$ cat src/rtl/fetch_queue_pkg.sv
// Shared constants for the fetch queue: default field widths and the reset/idle instruction.
package fetch_queue_pkg;

   localparam int unsigned INST_ADDR_WIDTH = 32;
   localparam int unsigned REG_DATA_WIDTH  = 32;
   localparam logic [31:0] INST_NOP        = 32'h0000_0013;

endpackage : fetch_queue_pkg

$ cat src/rtl/fetch_queue_mem.sv
// DEPTH x {pc, inst} register array: one write port, one asynchronous read port,
// asynchronous active-low reset of every entry to pc=0 / NOP.
module fetch_queue_mem
   import fetch_queue_pkg::*;
#(
   parameter int unsigned ADDR_W = INST_ADDR_WIDTH,
   parameter int unsigned INST_W = REG_DATA_WIDTH,
   parameter int unsigned DEPTH  = 4,
   parameter int unsigned PTR_W  = $clog2(DEPTH)
) (
   input  logic              clk,
   input  logic              reset_n,
   input  logic              we,
   input  logic [PTR_W-1:0]  waddr,
   input  logic [ADDR_W-1:0] wpc,
   input  logic [INST_W-1:0] winst,
   input  logic [PTR_W-1:0]  raddr,
   output logic [ADDR_W-1:0] rpc,
   output logic [INST_W-1:0] rinst
);

   logic [ADDR_W-1:0] pc_q   [DEPTH];
   logic [INST_W-1:0] inst_q [DEPTH];

   always_ff @(posedge clk or negedge reset_n) begin
      if (!reset_n) begin
         for (int unsigned i = 0; i < DEPTH; i++) begin
            pc_q[i]   <= '0;
            inst_q[i] <= INST_W'(INST_NOP);
         end
      end else if (we) begin
         pc_q[waddr]   <= wpc;
         inst_q[waddr] <= winst;
      end
   end

   always_comb begin
      rpc   = pc_q[raddr];
      rinst = inst_q[raddr];
   end

endmodule : fetch_queue_mem

$ cat src/rtl/fetch_queue.sv
// Fetch-to-decode FIFO of {pc, inst} with valid/ready on both sides and synchronous flush.
// Optional zero-latency empty-queue bypass: define FETCH_QUEUE_BYPASS_EN.
module fetch_queue
   import fetch_queue_pkg::*;
#(
   parameter int unsigned ADDR_W = INST_ADDR_WIDTH,
   parameter int unsigned INST_W = REG_DATA_WIDTH,
   parameter int unsigned DEPTH  = 4
) (
   input  logic                       clk,
   input  logic                       reset_n,
   input  logic                       in_valid,
   output logic                       in_ready,
   input  logic [ADDR_W-1:0]          in_pc,
   input  logic [INST_W-1:0]          in_inst,
   input  logic                       flush,
   output logic                       out_valid,
   input  logic                       out_ready,
   output logic [ADDR_W-1:0]          out_pc,
   output logic [INST_W-1:0]          out_inst,
   output logic [$clog2(DEPTH+1)-1:0] count
);

   localparam int unsigned PTR_W = $clog2(DEPTH);
   localparam int unsigned CNT_W = $clog2(DEPTH+1);

   logic [PTR_W-1:0]  wr_ptr;
   logic [PTR_W-1:0]  rd_ptr;
   logic [ADDR_W-1:0] mem_pc;
   logic [INST_W-1:0] mem_inst;
   logic              empty;
   logic              wr_en;
   logic              rd_en;
`ifdef FETCH_QUEUE_BYPASS_EN
   logic              bypass;
`endif

   always_comb begin
      empty    = (count == '0);
      in_ready = (count != CNT_W'(DEPTH));
      rd_en    = !empty && out_ready;
`ifdef FETCH_QUEUE_BYPASS_EN
      // An entry taken straight through to decode never touches storage or count.
      bypass    = empty && in_valid && !flush;
      out_valid = !empty || bypass;
      wr_en     = in_valid && in_ready && !(bypass && out_ready);
      if (!empty) begin
         out_pc   = mem_pc;
         out_inst = mem_inst;
      end else if (bypass) begin
         out_pc   = in_pc;
         out_inst = in_inst;
      end else begin
         out_pc   = '0;
         out_inst = INST_W'(INST_NOP);
      end
`else
      out_valid = !empty;
      wr_en     = in_valid && in_ready;
      out_pc    = empty ? '0 : mem_pc;
      out_inst  = empty ? INST_W'(INST_NOP) : mem_inst;
`endif
   end

   fetch_queue_mem #(
      .ADDR_W (ADDR_W),
      .INST_W (INST_W),
      .DEPTH  (DEPTH),
      .PTR_W  (PTR_W)
   ) u_mem (
      .clk     (clk),
      .reset_n (reset_n),
      .we      (wr_en && !flush),
      .waddr   (wr_ptr),
      .wpc     (in_pc),
      .winst   (in_inst),
      .raddr   (rd_ptr),
      .rpc     (mem_pc),
      .rinst   (mem_inst)
   );

   // Flush only rewinds the pointers; stale storage is masked by count.
   always_ff @(posedge clk or negedge reset_n) begin
      if (!reset_n) begin
         wr_ptr <= '0;
         rd_ptr <= '0;
         count  <= '0;
      end else if (flush) begin
         wr_ptr <= '0;
         rd_ptr <= '0;
         count  <= '0;
      end else begin
         if (wr_en) wr_ptr <= wr_ptr + PTR_W'(1);
         if (rd_en) rd_ptr <= rd_ptr + PTR_W'(1);
         case ({wr_en, rd_en})
            2'b10:   count <= count + CNT_W'(1);
            2'b01:   count <= count - CNT_W'(1);
            default: count <= count;
         endcase
      end
   end

endmodule : fetch_queue

$ cat config.mk
export PLATFORM = sky130hd
export DESIGN_NAME = fetch_queue
export DESIGN_NICKNAME = d
export VERILOG_FILES = /design/src/rtl/fetch_queue_pkg.sv /design/src/rtl/fetch_queue_mem.sv /design/src/rtl/fetch_queue.sv
export SDC_FILE = /design/constraint.sdc
export NUM_CORES = 1
export LEC_CHECK = 0
export ABC_AREA = 0
export BUFFER_PORTS_ARGS = -buffer_cell sky130_fd_sc_hd__buf_4
export CAP_MARGIN = 20
export CELL_PAD_IN_SITES_DETAIL_PLACEMENT = 0
export CELL_PAD_IN_SITES_GLOBAL_PLACEMENT = 1
export CORE_MARGIN = 3
export CORE_UTILIZATION = 30
export CTS_BUF_LIST = sky130_fd_sc_hd__clkbuf_2
export CTS_CLUSTER_DIAMETER = 40
export DETAILED_ROUTE_END_ITERATION = 6
export GPL_ROUTABILITY_DRIVEN = 0
export PLACE_DENSITY = 0.51
export SLEW_MARGIN = 20
export SYNTH_ARGS = -nofsm -noshare
export SYNTH_HDL_FRONTEND = slang
export SYNTH_SLANG_ARGS = --single-unit
$ cat constraint.sdc
create_clock -name clk -period 2.6 [get_ports clk]
set_input_delay 0.26 -clock clk [delete_from_list [all_inputs] [get_ports clk]]
set_output_delay 0.26 -clock clk [all_outputs]
set_load 0.02 [all_outputs]
== Word level (Yosys, flattened, before mapping) ==
Cells that the tools add are included.
Widths: inputs -> output; s select.
Word-level totals
  flip-flop bits (word level): 263
  logic and storage cells: 51
  output and inout bits: 69
Cells by class
  magnitude comparators: 3
  bitwise logic cells: 2
  add/sub/neg operators: 4
  multiplexer cells: 18
  reductions and logical operators: 10
  equality and inequality tests: 3
Operators with widths (number)
  $bwmux 128: 2
  $mux 32: 7
  $bmux 32 s2: 2
  $demux 32 s2: 1
  $mux 2: 4
  $ge 3x3->1 const B: 2
  $not 2->3: 2
  $pmux 3 s2: 1
  $add 2x1->2 const B: 2
  $logic_and 1x1->1: 4
  $reduce_bool 2->1: 2
  $add 3x1->3 const B: 1
  $logic_not 3->1: 1
  $lt 3x1->1 const B: 1
  $mux 3: 1
  $ne 3x3->1 const B: 1
  $reduce_bool 3->1: 1
  $sub 3x1->3 const B: 1
  $eq 2x1->1 const B: 1
  $eq 2x2->1 const B: 1
  $logic_not 1->1: 2

== Longest topological paths before layout ==
Gate-level depths: netlist of run 1.
  word-level depth: 6
  gate-level depth with buffers: 7

== Cells and area by module ==
A second synthesis of run 1 with hierarchy kept.
Unflattened totals
  cell total of the unflattened synthesis: 746
  area total of the unflattened synthesis: 12126.6 um2
Modules (own cells, without submodules)
  fetch_queue_mem: instances 1, cells each 621, area an instance 11177.0 um2
  fetch_queue: instances 1, cells each 125, area an instance 949.7 um2

== Worst setup path before layout of run 1 ==
Ideal clock, no wire load.
  path type: register -> register
  start: reg count[0]
  end: reg count[2]
  library setup time: 82 ps
  setup slack: 461 ps
  cell stages (with the launch flop): 8
  arrival time: 2057 ps
  buffers on the path: 1
  cells stage by stage: dfrtp_1 buf_2 o31ai_1 nor2_1 fa_1 nor4b_1 a32oi_1 a31oi_1
Between the ends
  longest elaborated chain between the ends: 6
Ends and longest elaborated chain
  start, declared: RTL line fetch_queue.sv:21  | output logic [$clog2(DEPTH+1)-1:0] count
  start signal, assigned: RTL line fetch_queue.sv:96  | 2'b10: count <= count + CNT_W'(1);
  start signal, assigned: RTL line fetch_queue.sv:97  | 2'b01: count <= count - CNT_W'(1);
  start signal, assigned: RTL line fetch_queue.sv:98  | default: count <= count;
  $logic_not 3->1: RTL line fetch_queue.sv:39  | empty = (count == '0);
  $logic_not 1->1: RTL line fetch_queue.sv:41  | rd_en = !empty && out_ready;
  $logic_and 1x1->1: RTL line fetch_queue.sv:41
  $eq 2x1->1 or $eq 2x2->1 (tied branches): RTL line fetch_queue.sv:95  | case ({wr_en, rd_en})
  $pmux 3 s2: RTL line fetch_queue.sv:95
  $mux 3: RTL line fetch_queue.sv:88  | end else if (flush) begin
Parallel ways exist; a longest one is shown, timed or not.
A chain may end at the register's enable or synchronous reset.

== Final worst setup path of run 1 ==
  start: reg rd_ptr[0]
  end: out out_inst[29]
Between the ends
  longest elaborated chain between the ends: 5
Ends and longest elaborated chain
  start, declared: RTL line fetch_queue.sv:28  | logic [PTR_W-1:0] rd_ptr;
  start signal, assigned: RTL line fetch_queue.sv:94  | if (rd_en) rd_ptr <= rd_ptr + PTR_W'(1);
  $not 2->3 (implied by the code): RTL line fetch_queue_mem.sv:39  | rinst = inst_q[raddr];
  $bmux 32 s2: RTL line fetch_queue_mem.sv:39
  $mux 32 (implied by the code) (2 in a row): RTL line fetch_queue_mem.sv:39
  $mux 32: RTL line fetch_queue.sv:61  | out_inst = empty ? INST_W'(INST_NOP) : mem_inst;
  end, declared: RTL line fetch_queue.sv:20  | output logic [INST_W-1:0] out_inst,
Every way passes these cells. The select of a mux whose other input is x is not followed.

==> results of run 1 <==
## state kept, by name, indices dropped and copies added, names as in the netlist
register,count
count,3
rd_ptr,2
u_mem.inst_q,128
u_mem.pc_q,128
wr_ptr,2
## synthesized netlist by cell type (all sizes together) (2+ instances only)
| library cell | instances | area (um2) |
|---|---|---|
| o311ai | 2 | 17.5 |
| o21a | 2 | 15.0 |
| nand3 | 8 | 55.1 |
| and2 | 61 | 382 |
| a31oi | 2 | 12.5 |
| or2 | 4 | 25.0 |
| nor2 | 5 | 18.8 |
| buf | 37 | 295 |
| inv | 6 | 22.5 |
| o21ai | 3 | 15.0 |
| clkbuf | 14 | 52.6 |
| dfrtp | 251 | 6280 |
| a21oi | 2 | 10.0 |
| mux4 | 64 | 1440 |
| xor2 | 2 | 17.5 |
| ha | 4 | 50.1 |
| dfstp | 12 | 315 |
| mux2 | 256 | 3110 |
## metrics by stage
step | utilization, % | power [mW] | instances
finish | 40.3 | 14.2 | 1604
global route | 40.3 | 15.1 | 1604
CTS | 40.4 | 14.5 | 1606
detailed placement | 35.1 | 10.5 | 1389
global placement | 35.1 | 10.4 | 1389
floorplan | - | 8.94 | 752
## final cells by class
cell class	instances	area (um2)	area share (%)
Antenna cell	1	2.50	0.0155
Clock buffer	120	601	3.72
Clock inverter	7	27.5	0.170
Inverter	6	25.0	0.155
Multi-Input combinational cell	432	5500	34.0
Sequential cell	263	6610	40.9
Tap cell	525	657	4.07
Timing Repair Buffer	250	2740	16.9
## worst max-delay path: cells and delay by family (launching register included)
kind | cells | cell delay [ns]
buffers and inverters | 4 | 0.56
DFF | 1 | 0.54
muxes | 1 | 0.42
and+or+nand+nor | 1 | 0.16
## power groups by stage
stage / sequential, mW / clock [mW] / combinational [mW]
after floorplan: 5.87 / 0 / 3.06
after detailed placement: 6.10 / 0 / 4.37
final: 6.02 / 2.94 / 5.19
after CTS: 6.01 / 3.14 / 5.36
after global routing: 6.18 / 3.34 / 5.56
after global placement: 6.10 / 0 / 4.31
## kinds of logic after synthesis
family / share of synthesized area [%]
mux: 37.0
flops: 53.7
simple gates: 4.59
buf+inv: 3.01
compound gates: 0.886
fa+ha+maj: 0.570
xor+xnor: 0.214
## how the worst max path moves through the flow
| stage | from | end | cells after the start |
|---|---|---|---|
| floorplan | count[0]$_DFFE_PN0P_ | count[2]$_DFFE_PN0P_ | 7 |
| global placement | count[0]$_DFFE_PN0P_ | count[2]$_DFFE_PN0P_ | 6 |
| detailed placement | count[0]$_DFFE_PN0P_ | count[2]$_DFFE_PN0P_ | 6 |
| CTS | rd_ptr[0]$_DFFE_PN0P_ | out_pc[3] | 6 |
| global route | rd_ptr[0]$_DFFE_PN0P_ | out_inst[29] | 6 |
| finish | rd_ptr[0]$_DFFE_PN0P_ | out_inst[29] | 6 |
## timing repair
action                                  4_1_cts  5_1_grt
endpoints found under the hold margin       514        0
pin swaps                                    50        0
gates cloned                                  7        0
gates resized for setup                     149        2
endpoints found under the setup margin       65       64
hold buffers                                 71        0
buffers inserted                             12        0
## cell usage in the layout, fill, tap and decap left out, types with 5 or more instances in the layout
cell type and count:
clkbuf_2 120, clkinv_1 6, dlygate4sd3_1 70, buf_6 64
dfrtp_1 247, and2_4 60, mux2_2 196, mux2_4 60
buf_16 8, nand3_1 5, buf_4 85, mux4_2 64
dfstp_2 12, buf_12 22
## metal layers
layer / vias to the layer above / wire length (um) / share of wire, %
met4: 2 / 718 / 2.3
li1: 3374 / - / -
met3: 63 / 1410 / 4.5
met5: - / 7 / 0.022
met1: 3933 / 14700 / 47
met2: 170 / 14500 / 46
==> summary.md, run 1 <==
| Metric | Value |
|---|---|
| Die X | 208 um |
| Antenna viol nets, final | 0 |
| Cells after synthesis | 752 |
| H-tree depth | 3 |
| CTS root buffer | clkbuf_2 |
| Logic pwr share | 36.7% |
| Failing checks | setup timing |
| Hpwl dp | ~18 mm |
| Core Rows | between 70 and 80 |
| Placed inst area | about 14000 um2 |
| Syn_area_per_cell | 16.3 um2 |
| Largest net degree at the start of global routing | 60 |
| Nets | ~1.1k |
| Endpoint type of the worst setup path | primary output |
| Switching share of power | a little under a third |
| Slew @ Worst Pin | 0.419 ns |
| Die H | 208 um |
| Max incr delay on CP | 0.54 ns |
| Minimum clock period | 2.83 ns |
| Initial Util | 30.6% |
| Total number of vias | 7542 |
| Final Skew | approximately 0.046 ns |
| PD cells | about 880 nW/um2 |
| Die ar. | 43400 um2 |
| Asr flop ratio synth | 100% |
| Mapped Area | between 10000 and 15000 um2 |
| Syn. warnings | 0 |
| Max VDD drop | ~0.00035 V |
| P_sw | 4.29 mW |
| Clk buf depth | 3 |
| CP dominant cell by count | buf_12 |
| Initial antenna violation count | 2 |
| Grt met2 use | 22.6% |
| Slew HR | 72.1% |
| GR peak layer | met2 |
| Worst R2R Path Depth | 7 |
| Final worst path period share | 109% |
| Worst-skew pair later-pin latency | 0.88 ns |
| RSZ-0062 raised after global routing | true |
| Crit path max fanout | 5 |
| FF-to-FF setup slack | 0.37 ns |
| Status | finished with violations |
| Final WL | approximately 31 mm |
| Worst hold slack | 0.155 ns |
| Worst-path clk slew | 0.10 ns |
| Fill cells | 3800 |
| DR iter-0 viols | 295 |
| Vias per cell | 4.70 |
| GRT Residual Overflow | 0 |
| Number of buffers added on ports | 137 |
| CP max stage cell | dfrtp_4 |
| Worst setup SP type | flip-flop |
| Cell Int Power | 9.87 mW |
| Setup TNS | -9.07 ns |
| First-pass DRT Iterations | 4 |
| Top Ports | 138 |
| Worst path cell trace | buf_12 > buf_12 > buf_16 > mux4_2 > and2_4 > buf_6 |
| GRT met1 Usage | just over 20% |
| Worst r2r src | count[0]$_DFFE_PN0P_ |
| Hold Path Depth | 3 |
| Synth unique cells | 42 |
| CTS tree | done |
| Worst min-delay path startpoint | flush |
| Post-synth EDFFs | 0 |
| Final WS setup | -0.229 ns |
| Met3 usage | 3.78% |
| Yosys reg bits | 263 |
| Hold path endpoint | wr_ptr[1]$_DFFE_PN0P_ |
| Data arrival, critical path | 2.57 ns |
| Place WS | 0.427 ns |
| Seq/Total Area, Yosys | 53.7% |
| Max Cap Viol | 0 |
| P&R area growth vs syn | 31.5% |
| CTS Buf Count | 74 |
| Clock power share | 20.8% |
| Reg2reg end | count[2]$_DFFE_PN0P_ |
| DRC | 0 |
| Drt wl/cell | 19.5 um |
| # setup viols final | 64 |
| Vias in the first global route | about 8.3k |
| GRT Overall Usage | between 10 and 15% |
| Worst Path Required | 2.34 ns |
| Layout cell share with drive strength beyond 1 | 65.8% |
| Final Slew Violations | 0 |
| Syn_nets | between 800 and 900 |
| Final Hold Viols | 0 |
| Hold WC Path Type | input pin to flip-flop |
| Final instance area | 16200 um2 |
| First-pass GRT wire length | between 40 and 50 mm |
| Top_reg_cell synth | dfrtp_1 |
| CP Class | flip-flop to primary output |
| FMAX | approximately 350 MHz |
| Sink Count | between 200 and 300 |
| Sequential power share | 42.6% |
| CORE AREA | about 40000 um2 |
| Static Leak | 7.33 nW |
Note: power is estimated with default switching activity, not from simulation.
==> inputs of run 2 (changes only) <==
Settings changed: ABC_AREA 0 to default, CORE_UTILIZATION 30 to 51, MAX_ROUTING_LAYER from default to met4, PLACE_DENSITY 0.51 to 0.8.
==> run 2 against run 1 <==
Cell area is 0.97% lower. Combinational power up 6.2%. The flow still finishes with violations (setup timing). Utilization up 28 points. Register-to-register slack got worse by 0.04 ns. Sequential power increased by 1%. Global-route usage grew 8.6 points. Clock power fell by 8.2%. Highest routed layer is now met4. Critical path depth is the same. Die area decreased by 40%.
==> summary.md, run 2 (synthesis results as in run 1) <==
| Metric | Value |
|---|---|
| CORE AREA | approximately 24000 um2 |
| CP dominant cell by count | buf_12 |
| GRT Residual Overflow | 0 |
| Status | finished with violations |
| PD cells | 894 nW/um2 |
| First-pass GRT wire length | 46.4 mm |
| Nets | 1106 |
| Setup TNS | -3.71 ns |
| Sink Count | between 200 and 300 |
| Drt wl/cell | 21.6 um |
| Slew @ Worst Pin | 0.752 ns |
| Die H | 161 um |
| Final WS setup | -0.120 ns |
| CTS tree | done |
| GRT Overall Usage | 23.3% |
| Die X | about 160 um |
| Worst path cell trace | buf_12 > buf_12 > buf_16 > mux4_2 > and2_4 > buf_6 |
| Minimum clock period | 2.72 ns |
| Total number of vias | slightly below 8k |
| # setup viols final | 62 |
| Initial Util | 52.2% |
| Worst Path Buf+Inv | 4 |
| Hpwl dp | around 17 mm |
| Initial antenna violation count | 2 |
| Top cell family by delay on the critical path | buffers and inverters |
| Worst R2R Path Depth | 7 |
| Worst-path clk slew | ~0.11 ns |
| Max Cap Viol | 0 |
| Hold WC Path Type | input pin to async pin |
| Worst-skew pair later-pin latency | 0.78 ns |
| Clk buf depth | 3 |
| RSZ-0062 raised after global routing | true |
| Layout cell share with drive strength beyond 1 | 66.4% |
| CTS Buf Count | approximately 70 |
| Most frequent cells in the layout | 246 x dfrtp_1, 196 x mux2_2, 110 x clkbuf_2 |
| Worst Path Required | around 2.3 ns |
| DR iter-0 viols | roughly 380 |
| FMAX | around 370 MHz |
| Final worst path period share | 105% |
| Final core utilization | 67.9% |
| Worst setup SP type | flip-flop |
| Slew HR | between 40 and 50% |
| CTS root buffer | clkbuf_2 |
| CP max stage cell | dfrtp_4 |
| Crit path max fanout | 7 |
| Endpoint type of the worst setup path | primary output |
| Largest net degree at the start of global routing | 92 |
| CP Class | flip-flop to primary output |
| P&R area growth vs syn | 30.2% |
| Vias in the first global route | 8655 |
| Core Rows | 56 |
| Antenna viol nets, final | 0 |
| Static Leak | about 7.4 nW |
| Commonest non-fill, non-tap cell in the layout | dfrtp_1 |
| Failing checks | setup timing |
| Max incr delay on CP | 0.52 ns |
| Final Skew | approximately 0.043 ns |
| Data arrival, critical path | 2.46 ns |
| Final Slew Violations | 0 |
| Max VDD drop | about 0.00047 V |
| Vias per cell | 5.56 |
| First-pass DRT Iterations | 5 |
| Final WL | 30.2 mm |
| Crit path depth | 6 |
| DRC | 0 |
| Largest registers | u_mem.inst_q x128, u_mem.pc_q x128, count x3 |
| H-tree depth | 3 |
| Final Hold Viols | 0 |
| Die ar. | 26000 um2 |
| Number of buffers added on ports | 137 |
| Top Ports | about 140 |
-- run 2: changes by cell type in the layout (fill, tap and decap cells not counted), sizes merged --
cell         previous run  this run
buf                   180       185
clkbuf                120       115
clkinv                  7         4
diode                   1         2
dlygate4sd3            70        68
inv                     6         8
-- run 2: metrics by stage --
stage               hold slack, ns  area (um2)  setup WS, ns  total power [mW]  std cells
floorplan                  -0.0356       12300         0.461              8.94        752
global placement             0.304       13700         0.366              10.1       1178
detailed placement           0.335       13700         0.375              10.4       1178
CTS                         0.0325       15700        -0.193              13.9       1378
global route                0.0281       16000        -0.258              15.1       1396
finish                      0.0802       16000        -0.120              14.3       1396
-- run 2: cell type report --
class,instances,area (um2)
Sequential cell,263,6610
Inverter,6,35.0
Fill cell,1667,7550
Antenna cell,2,5.00
Timing Repair Buffer,258,2860
Tap cell,319,399
Clock inverter,4,15.0
Timing Repair inverter,2,17.5
Multi-Input combinational cell,432,5510
Clock buffer,110,551
-- run 2: final timing paths --
kind,start,endpoint,slack [ns]
max reg2reg,count[0]$_DFFE_PN0P_,count[2]$_DFFE_PN0P_,0.33
max,rd_ptr[0]$_DFFE_PN0P_,out_pc[10],-0.12
max in group asynchronous,reset_n,u_mem.pc_q[62]$_DFFE_PN0P_,1.63
min in group clk,flush,count[2]$_DFFE_PN0P_,0.25
min reg2reg,u_mem.inst_q[54]$_DFFE_PN0P_,u_mem.inst_q[54]$_DFFE_PN0P_,0.51
min,reset_n,u_mem.pc_q[100]$_DFFE_PN0P_,0.08
-- run 2: layer usage --
layer / GRT usage, % / up-vias / share of wire, %
li1: - / 3369 / -
met1: 29.3 / 4133 / 42
met2: 38.7 / 213 / 52
met3: 4.33 / 45 / 4.2
met4: 7.24 / 0 / 1.8
met5: - / - / 0
-- run 2: worst reg2reg max path: cells and delay by family, from the launching register on --
kind	cells	cell delay, ns
DFF	1	0.43
adders and majority gates	1	0.46
AOI/OAI and AO/OA	3	0.67
buffers and inverters	1	0.19
and+or+nand+nor	2	0.46
-- run 2: power by group --
part	total, mW	switching, mW	internal (mW)
combinational	5.51	2.06	3.45
sequential	6.09	0.688	5.40
clock	2.70	1.62	1.08
total	14.3	4.37	9.93
-- run 2: what timing repair did --
action / CTS / global route
pin swaps: 17 / 46
resized for setup: 124 / 32
gates cloned: 4 / 10
hold buffers: 68 / 0
hold endpoints to repair: 439 / 0
setup endpoints to repair: 65 / 64
setup buffers: 14 / 7
